<file path="src/rtl/fir_mac_lane.sv">
`default_nettype none
// +----------------------------------------------------------------------------+
// | Module      : fir_mac_lane                                                 |
// | Description : One multiply-accumulate lane of the 4-lane FIR datapath.     |
// |               A sample strobe shifts the input into a TAPS-deep delay line |
// |               and the lane then multiplies one tap per clock against a     |
// |               writable coefficient bank. The result is scaled, limited to  |
// |               16 bits and presented with a one-clock strobe.               |
// | Options     : FIR_MAC_SAT_EN - clamp the scaled sum to 16 bits instead of  |
// |               two's-complement wrap.                                       |
// | Revision    : 1.0 - initial release                                        |
// +----------------------------------------------------------------------------+
module fir_mac_lane #(
  parameter int TAPS   = 10,
  parameter int ADDR_W = 4,
  parameter int SHIFT  = 15
) (
  input  logic                iClk12M,
  input  logic                iRsn,
  input  logic                iEnSample600k,
  input  logic signed [15:0]  iFirIn,
  input  logic                iCoeffWr,
  input  logic [ADDR_W-1:0]   iCoeffAddr,
  input  logic signed [15:0]  iCoeffData,
  output logic signed [15:0]  oMac,
  output logic                oEnDelay,
  output logic                oBusy,
  output logic                oOverrun
);

  // Accumulator is wide enough that TAPS full-scale products cannot overflow.
  localparam int                       c_ACC_W    = 32 + $clog2(TAPS);
  localparam logic [ADDR_W-1:0]        c_LAST_TAP = ADDR_W'(TAPS - 1);
  localparam logic [ADDR_W:0]          c_TAPS_EXT = (ADDR_W + 1)'(TAPS);

  typedef enum logic [1:0] {
    S_IDLE = 2'd0,
    S_MAC  = 2'd1,
    S_DONE = 2'd2
  } state_t;

  state_t                     state_q;
  state_t                     state_d;

  logic signed [15:0]         dly_q  [TAPS];
  logic signed [15:0]         coef_q [TAPS];
  logic signed [c_ACC_W-1:0]  acc_q;
  logic [ADDR_W-1:0]          tap_q;
  logic signed [15:0]         mac_q;
  logic signed [15:0]         mac_d;
  logic                       en_q;
  logic                       ovr_q;

  logic                       w_start;
  logic                       w_coef_we;
  logic signed [15:0]         w_tap_smp;
  logic signed [15:0]         w_tap_coef;
  logic signed [31:0]         w_prod;
  logic signed [c_ACC_W-1:0]  w_prod_ext;

  // A strobe only starts a computation when the lane is idle.
  assign w_start    = iEnSample600k && (state_q == S_IDLE);
  // Coefficients are frozen while a computation is in flight.
  assign w_coef_we  = iCoeffWr && (state_q == S_IDLE) &&
                      ({1'b0, iCoeffAddr} < c_TAPS_EXT);

  assign w_tap_smp  = dly_q[tap_q];
  assign w_tap_coef = coef_q[tap_q];
  assign w_prod     = 32'(w_tap_smp) * 32'(w_tap_coef);
  assign w_prod_ext = c_ACC_W'(w_prod);

`ifdef FIR_MAC_SAT_EN
  localparam logic signed [c_ACC_W-1:0] c_SAT_MAX = c_ACC_W'(32767);
  localparam logic signed [c_ACC_W-1:0] c_SAT_MIN = c_ACC_W'(-32768);

  logic signed [c_ACC_W-1:0]  w_shifted;

  assign w_shifted = acc_q >>> SHIFT;

  // Clamp the scaled sum into the signed 16-bit range.
  always_comb begin
    mac_d = w_shifted[15:0];
    if (w_shifted > c_SAT_MAX) begin
      mac_d = 16'sh7FFF;
    end else if (w_shifted < c_SAT_MIN) begin
      mac_d = 16'sh8000;
    end
  end
`else
  // Taking the 16 bits starting at SHIFT equals truncating acc >>> SHIFT.
  assign mac_d = acc_q[SHIFT +: 16];
`endif

  // State register.
  always_ff @(posedge iClk12M or negedge iRsn) begin
    if (!iRsn) begin
      state_q <= S_IDLE;
    end else begin
      state_q <= state_d;
    end
  end

  // Next-state logic: IDLE -> MAC (TAPS clocks) -> DONE -> IDLE.
  always_comb begin
    state_d = state_q;
    case (state_q)
      S_IDLE: if (iEnSample600k) state_d = S_MAC;
      S_MAC:  if (tap_q == c_LAST_TAP) state_d = S_DONE;
      S_DONE: state_d = S_IDLE;
      default: state_d = S_IDLE;
    endcase
  end

  // Delay line, newest sample at index 0, shifted only on an accepted strobe.
  always_ff @(posedge iClk12M or negedge iRsn) begin
    if (!iRsn) begin
      for (int i = 0; i < TAPS; i++) dly_q[i] <= '0;
    end else if (w_start) begin
      dly_q[0] <= iFirIn;
      for (int i = 1; i < TAPS; i++) dly_q[i] <= dly_q[i-1];
    end
  end

  // Coefficient bank, written only in IDLE with an in-range address.
  always_ff @(posedge iClk12M or negedge iRsn) begin
    if (!iRsn) begin
      for (int i = 0; i < TAPS; i++) coef_q[i] <= '0;
    end else if (w_coef_we) begin
      coef_q[iCoeffAddr] <= iCoeffData;
    end
  end

  // Accumulator and tap counter: cleared on start, one product per MAC clock.
  always_ff @(posedge iClk12M or negedge iRsn) begin
    if (!iRsn) begin
      acc_q <= '0;
      tap_q <= '0;
    end else if (w_start) begin
      acc_q <= '0;
      tap_q <= '0;
    end else if (state_q == S_MAC) begin
      acc_q <= acc_q + w_prod_ext;
      tap_q <= tap_q + ADDR_W'(1);
    end
  end

  // Output register and one-clock result strobe.
  always_ff @(posedge iClk12M or negedge iRsn) begin
    if (!iRsn) begin
      mac_q <= '0;
      en_q  <= 1'b0;
    end else begin
      en_q <= 1'b0;
      if (state_q == S_DONE) begin
        mac_q <= mac_d;
        en_q  <= 1'b1;
      end
    end
  end

  // Sticky overrun: any strobe that arrives while the lane is busy.
  always_ff @(posedge iClk12M or negedge iRsn) begin
    if (!iRsn) begin
      ovr_q <= 1'b0;
    end else if (iEnSample600k && (state_q != S_IDLE)) begin
      ovr_q <= 1'b1;
    end
  end

  assign oMac     = mac_q;
  assign oEnDelay = en_q;
  assign oBusy    = (state_q != S_IDLE);
  assign oOverrun = ovr_q;

endmodule
`default_nettype wire

</file>
<file path="config.mk">
export PLATFORM = sky130hd
export DESIGN_NAME = fir_mac_lane
export DESIGN_NICKNAME = d
export VERILOG_FILES = /design/src/rtl/fir_mac_lane.sv
export SDC_FILE = /design/constraint.sdc
export NUM_CORES = 2
export LEC_CHECK = 0
export CAP_MARGIN = 20
export CELL_PAD_IN_SITES_DETAIL_PLACEMENT = 0
export CELL_PAD_IN_SITES_GLOBAL_PLACEMENT = 1
export CORE_UTILIZATION = 44
export DETAILED_ROUTE_END_ITERATION = 16
export GPL_ROUTABILITY_DRIVEN = 0
export PLACE_DENSITY = 0.74
export REMOVE_ABC_BUFFERS = 1
export SYNTH_ARGS = -nofsm -noshare
export SYNTH_HDL_FRONTEND = slang
export SYNTH_SLANG_ARGS = --single-unit
</file>
<file path="constraint.sdc">
create_clock -name iClk12M -period 19 [get_ports iClk12M]
set_input_delay 3.8 -clock iClk12M [delete_from_list [all_inputs] [get_ports iClk12M]]
set_output_delay 3.8 -clock iClk12M [all_outputs]
set_load 0.05 [all_outputs]
</file>
---- Word level (Yosys, flattened, before mapping) ----
Cells that the tools add are included.
operators by class
  add/subtract/negate cells ............... 2
  $mul .................................... 1
  magnitude comparators ................... 4
  equality and inequality tests ........... 5
  mux-type cells .......................... 17
  bitwise operators ....................... 2
  reductions and logical operators ........ 9
operator list
  cell                                                        number
  bitwise mux 160 bit                                         1
  binary-select mux 16 bit (select 4 bit)                     2
  2-to-1 mux 16 bit                                           5
  2-to-1 mux 36 bit                                           2
  demux 16 bit (select 4 bit)                                 1
  adder 36 x 32 -> 36 bit                                     1
  multiplier 16 x 16 -> 32 bit                                1
  >= comparator 5 bit, second input constant                  2
  NOT 4 -> 5 bit                                              2
  2-to-1 mux 4 bit                                            2
  logical AND 1 bit                                           5
  less-than comparator 5 x 1 -> 1 bit, second input constant  1
  adder 4 x 1 -> 4 bit, second input constant                 1
  == test 4 bit, second input constant                        1
  less-than comparator 4 bit, second input constant           1
  2-to-1 mux 2 bit                                            2
  inequality test 2 bit, second input constant                2
  case mux 2 bit (2 select lines)                             1
  nonzero test 2 bit                                          2
  == test 2 x 1 -> 1 bit, second input constant               1
  == test 2 bit, second input constant                        1
  zero test 2 bit                                             1
  AND reduction 2 bit                                         1
  2-to-1 mux 1 bit                                            1
storage, ports and cells
  register bits ........................... 380
  bits of input ports ..................... 40
  output and inout port bits .............. 19
  logic and storage cells ................. 66

---- Longest topological paths before layout ----
  depth in word-level cells ............... 8
  depth in mapped cells ................... 32
  gate-level depth less buffers ........... 26

---- Least setup slack after synthesis ----
OpenSTA, ideal clock, no wires.
  path kind ............................... reg-to-reg
  from .................................... register tap_q[0]
  to ...................................... register acc_q[24]
  library setup time ...................... 133 ps
  data arrival time ....................... 7,354 ps
  required time ........................... 18,867 ps
  path slack .............................. 11,513 ps
  stages on the path, launching flop included .. 29
  buffers on the path ..................... 5
  period minus slack after synthesis ...... 7,487 ps
  cells stage by stage .................... dfrtp_1 -> buf_6 -> buf_6 -> buf_4 -> buf_2 -> mux2_2 -> a22oi_1 -> a2bb2oi_1 -> buf_2 -> nor2_1 -> fa_1 -> inv_1 -> fa_1 -> fa_1 -> fa_1 -> inv_1 -> fa_1 -> inv_1 -> fa_1 -> inv_1 -> ha_1 -> a21oi_1 -> a31oi_1 -> a311oi_1 -> o21bai_1 -> a21o_1 -> a31oi_1 -> xor2_1 -> o21ai_0
on the way
  word-level cells in the longest chain between the ends .. 8
  elaborated cells on any way between the ends .. 11
  those cells by class .................... 1 x add/sub; 1 x mul; 8 x mux; 1 x bitwise
RTL lines
  element                                                            line    source
  from (decl)                                                        48      logic [ADDR_W-1:0] tap_q;
  from (signal assigned)                                             143     tap_q <= tap_q + ADDR_W'(1);
  NOT 4 -> 5 bit (implied by the code) *                             67, 68
  binary-select mux 16 bit (select 4 bit), on equally long branches  67, 68
  2-to-1 mux 16 bit, on equally long branches (2 in series)          67, 68
  multiplier 16 x 16 -> 32 bit *                                     69      assign w_prod = 32'(w_tap_smp) * 32'(w_tap_coef);
  adder 36 x 32 -> 36 bit *                                          142     acc_q <= acc_q + w_prod_ext;
  2-to-1 mux 36 bit *                                                141     end else if (state_q == S_MAC) begin
  2-to-1 mux 36 bit *                                                138     end else if (w_start) begin
  to (signal assigned)                                               142
  to (decl)                                                          47      logic signed [c_ACC_W-1:0] acc_q;
Mark *: on every way between the ends. The rest lies on a longest branch, timed or not. The select of a mux whose other input is x is not followed.
A chain may end at the register's enable or synchronous reset.

---- Worst setup path in the final report ----
  from .................................... register tap_q[3]
  to ...................................... register acc_q[29]
The elaborated chain is that of the path after synthesis.

==> run_results.csv <==
group,metric,value,unit
timing,fin_crit,9.65,ns
synthesis,syn_area,27000,sq um
timing,final-hold-violation-count,0,
grt,grt_max_degree,107,
finish,nets,3052,
synthesis,synth_area_per_cell,10.3,sq um
timing,max_freq,0.104,GHz
drt,drtIter0Drc,1109,
drt,ant_nets,0,
synthesis,yosys.area.top_type,"dfrtp_1",
worst_setup_path,setup.worst_path.class,"reg -> reg",
hold_path,worstHoldStart,"oOverrun",
floorplan,row_count,90,
drt,wl_per_cell,18.8,microns
worst_setup_path,rrSetupSlack,9.35,ns
grt,grtUsageMet1,29.1,%
floorplan,dieArea,62400,sq um
worst_setup_path,critPathLaunchType,"flip-flop",
synthesis,synth_edf_count,0,
grt,grt_pass1_vias,19900,
finish,drive_gt1_share,15.2,%
timing,worst_slack,9.35,ns
grt,grt_busiest_layer,"met2",
place,dpl_cell_area,28400,sq um
timing,clock_skew,0.0644,ns
floorplan,io_pins,59,
worst_setup_path,cp_max_fo,37,
hold_path,min_path_cells,1,
floorplan,start_util,44.6,%
outcome,status,"finished, final reports clean",
grt,met2_usage,36.5,%
clock_network,post_cts_buffers,0,
synthesis,async_flop_share,100,%
worst_setup_path,crit_slowest_cell,"clkinv_1",
synthesis,yosysSeqAreaShare,34.7,%
grt,antenna_found_initial,1,
clock_network,cts.sinks,375,
synthesis,synthTopCellsByCount,"nand2_1, dfrtp_1, inv_1",
worst_setup_path,rr_endpoint,"acc_q[29]",
finish,area_delta_synth_final,10.9,%
place,hpwl,45900,microns
grt,grtUsageMet3,3.29,%
synthesis,synthCells,2625,
clock_network,h-tree-depth,2,
worst_setup_path,crit-reg2reg-launch,"tap_q[3]",
job,maxCapViolCount,0,
synthesis,yosysMostFrequentCell,"nand2_1",
hold_path,worstHoldPathType,"reg -> reg",
clock_network,cts.path.max_buffers,3,
timing,relSlewSlack,22.0,%
finish,multi_input_area,15800,sq um
synthesis,yosys_warnings,0,
worst_setup_path,end_kind,"flip-flop",
place,portBuffers,58,
finish,regArea,9390,sq um
timing,grt_setup_unrepaired,"no",
worst_setup_path,crit_chain,"clkinv_1 > buf_4 > nand2_1 > clkinv_1 > a2bb2oi_2 > inv_1 > nand2_1 > fa_1 > fa_1 > fa_1 > inv_1 > fa_1 > fa_1 > inv_1 > fa_1 > inv_1 > ha_1 > a21o_1 > a211o_1 > nor3_1 > nor3_1 > o31ai_1 > a21oi_1 > o31ai_1",
hold_path,hold_end,"oOverrun",
clock_network,clk_latency,0.61,ns
synthesis,synthDominantCellAreaShare,34.7,%
worst_setup_path,worstPathRequired,19.52,ns
finish,fillCellCount,5513,
floorplan,fp.dieW,250,microns
finish,utilization,49.5,%
synthesis,yosys_register_bits,375,
grt,grt_pass1_wl,108000,microns
worst_setup_path,arrival,10.17,ns
clock_network,cts_buffers,44,
worst_setup_path,critPathBufInv,7,
worst_setup_path,slowest_delay,1.05,ns
timing,final-setup-viol-count,0,
grt,grt_remaining_overflow,0,
drt,avgViaCountPerCell,5.29,
clock_network,post_cts_resized,0,
synthesis,yosysUniqueCellTypes,57,
timing,worstMarginPinSlew,1.17,ns
synthesis,yosys-top-cells-area,"dfrtp_1, fa_1, mux2_2",
worst_setup_path,startpoint,"tap_q[3]",
drt,dr.pass1.iters,6,
clock_network,clk_pin_slew,0.06,ns
drt,drc,0,
synthesis,synthFlopType,"dfrtp_1",
clock_network,cts_root_buf,"clkbuf_16",
clock_network,holdBufCountCts,0,
finish,fin_area,30000,sq um
finish,antenna_cells,0,
worst_setup_path,critPathTopFamily,"adder cells",
drt,route.vias.total,18200,
timing,finalMaxSlewViolations,0,
worst_setup_path,reg2reg_depth,24,
worst_setup_path,cp_common_cell,"fa_1",
grt,grt.total_usage,22.0,%
floorplan,core_region_area,60600,sq um
floorplan,die_h,250,microns
timing,timing.setup.tns,0,ns
timing,fin_crit_sh,50.8,%
drt,drt-total-wl,64900,microns
clock_network,cts_tree,"done",
place,place_ws,9.30,ns
per-stage QoR:
step	cells	hold WS (ns)
after floorplan	2482	0.440
after global placement	3362	0.444
after detailed placement	3364	0.447
after CTS	3444	0.464
after global routing	3446	0.473
final	3446	0.459
how the worst max path moves through the flow:
stage,slack [ns],to,cells past startpoint
after floorplan,8.60,acc_q[24],23
after global placement,9.38,acc_q[29],24
after detailed placement,9.30,acc_q[24],25
after CTS,9.23,acc_q[24],25
after global routing,8.78,acc_q[24],25
final,9.35,acc_q[29],24
metal layers:
layer  wire length, microns  vias up
met5                     17        -
met3                   2720      119
met4                   2340        2
li1                       -     8339
met2                  31500      362
met1                  28300     9409
cells by family after synthesis:
| group | Yosys count | synth area share (%) |
|---|---|---|
| AOI/OAI and AO/OA | 186 | 4.72 |
| buffers and inverters | 490 | 7.04 |
| muxes | 283 | 14.0 |
| xor gates and xnor gates | 36 | 1.22 |
| DFF | 375 | 34.7 |
| and+or+nand+nor | 873 | 12.7 |
| adders and majority gates | 382 | 25.6 |
registers in the layout, indices dropped and copies added (netlist names):
register / cells
coef_q: 160
dly_q: 160
acc_q: 31
oMac: 16
tap_q: 4
state_q: 2
oEnDelay: 1
oOverrun: 1
cells in the final DEF (no fill, tap or decap), types with 4 or more instances in the layout:
| master | synthesis | final |
|---|---|---|
| a211oi_1 | 7 | 7 |
| a21o_1 | 12 | 12 |
| a21oi_1 | 28 | 28 |
| a22oi_1 | 29 | 29 |
| a2bb2oi_1 | 11 | 11 |
| and2_1 | 5 | 4 |
| and3_1 | 5 | 5 |
| buf_4 | 4 | 40 |
| bufinv_16 | 0 | 6 |
| clkbuf_1 | 88 | 6 |
| clkbuf_16 | 0 | 44 |
| clkbuf_8 | 0 | 8 |
| clkdlybuf4s50_1 | 0 | 57 |
| clkinv_2 | 0 | 12 |
| dfrtp_1 | 375 | 372 |
| fa_1 | 285 | 285 |
| ha_1 | 97 | 97 |
| inv_1 | 345 | 345 |
| mux2_2 | 217 | 217 |
| mux2i_1 | 12 | 12 |
| mux4_2 | 54 | 54 |
| nand2_1 | 617 | 616 |
| nand2b_1 | 11 | 10 |
| nand3_1 | 36 | 36 |
| nor2_1 | 173 | 173 |
| nor2b_1 | 8 | 7 |
| nor3_1 | 7 | 6 |
| o21ai_0 | 40 | 40 |
| o22a_1 | 9 | 9 |
| o22ai_1 | 12 | 12 |
| o2bb2ai_1 | 7 | 7 |
| o31ai_1 | 6 | 6 |
| xnor2_1 | 21 | 21 |
| xor2_1 | 14 | 14 |
layout make-up:
cell class / instances / area share, %
Multi-Input combinational cell: 1760 / 52.6
Sequential cell: 375 / 31.3
Inverter: 347 / 4.34
Clock buffer: 58 / 4.12
Tap cell: 782 / 3.26
Timing Repair Buffer: 102 / 3.24
Clock inverter: 22 / 1.06
Power is left out: the tool's default activity adds up to more than one toggle a clock period on the data nets, which glitch-free logic cannot reach.
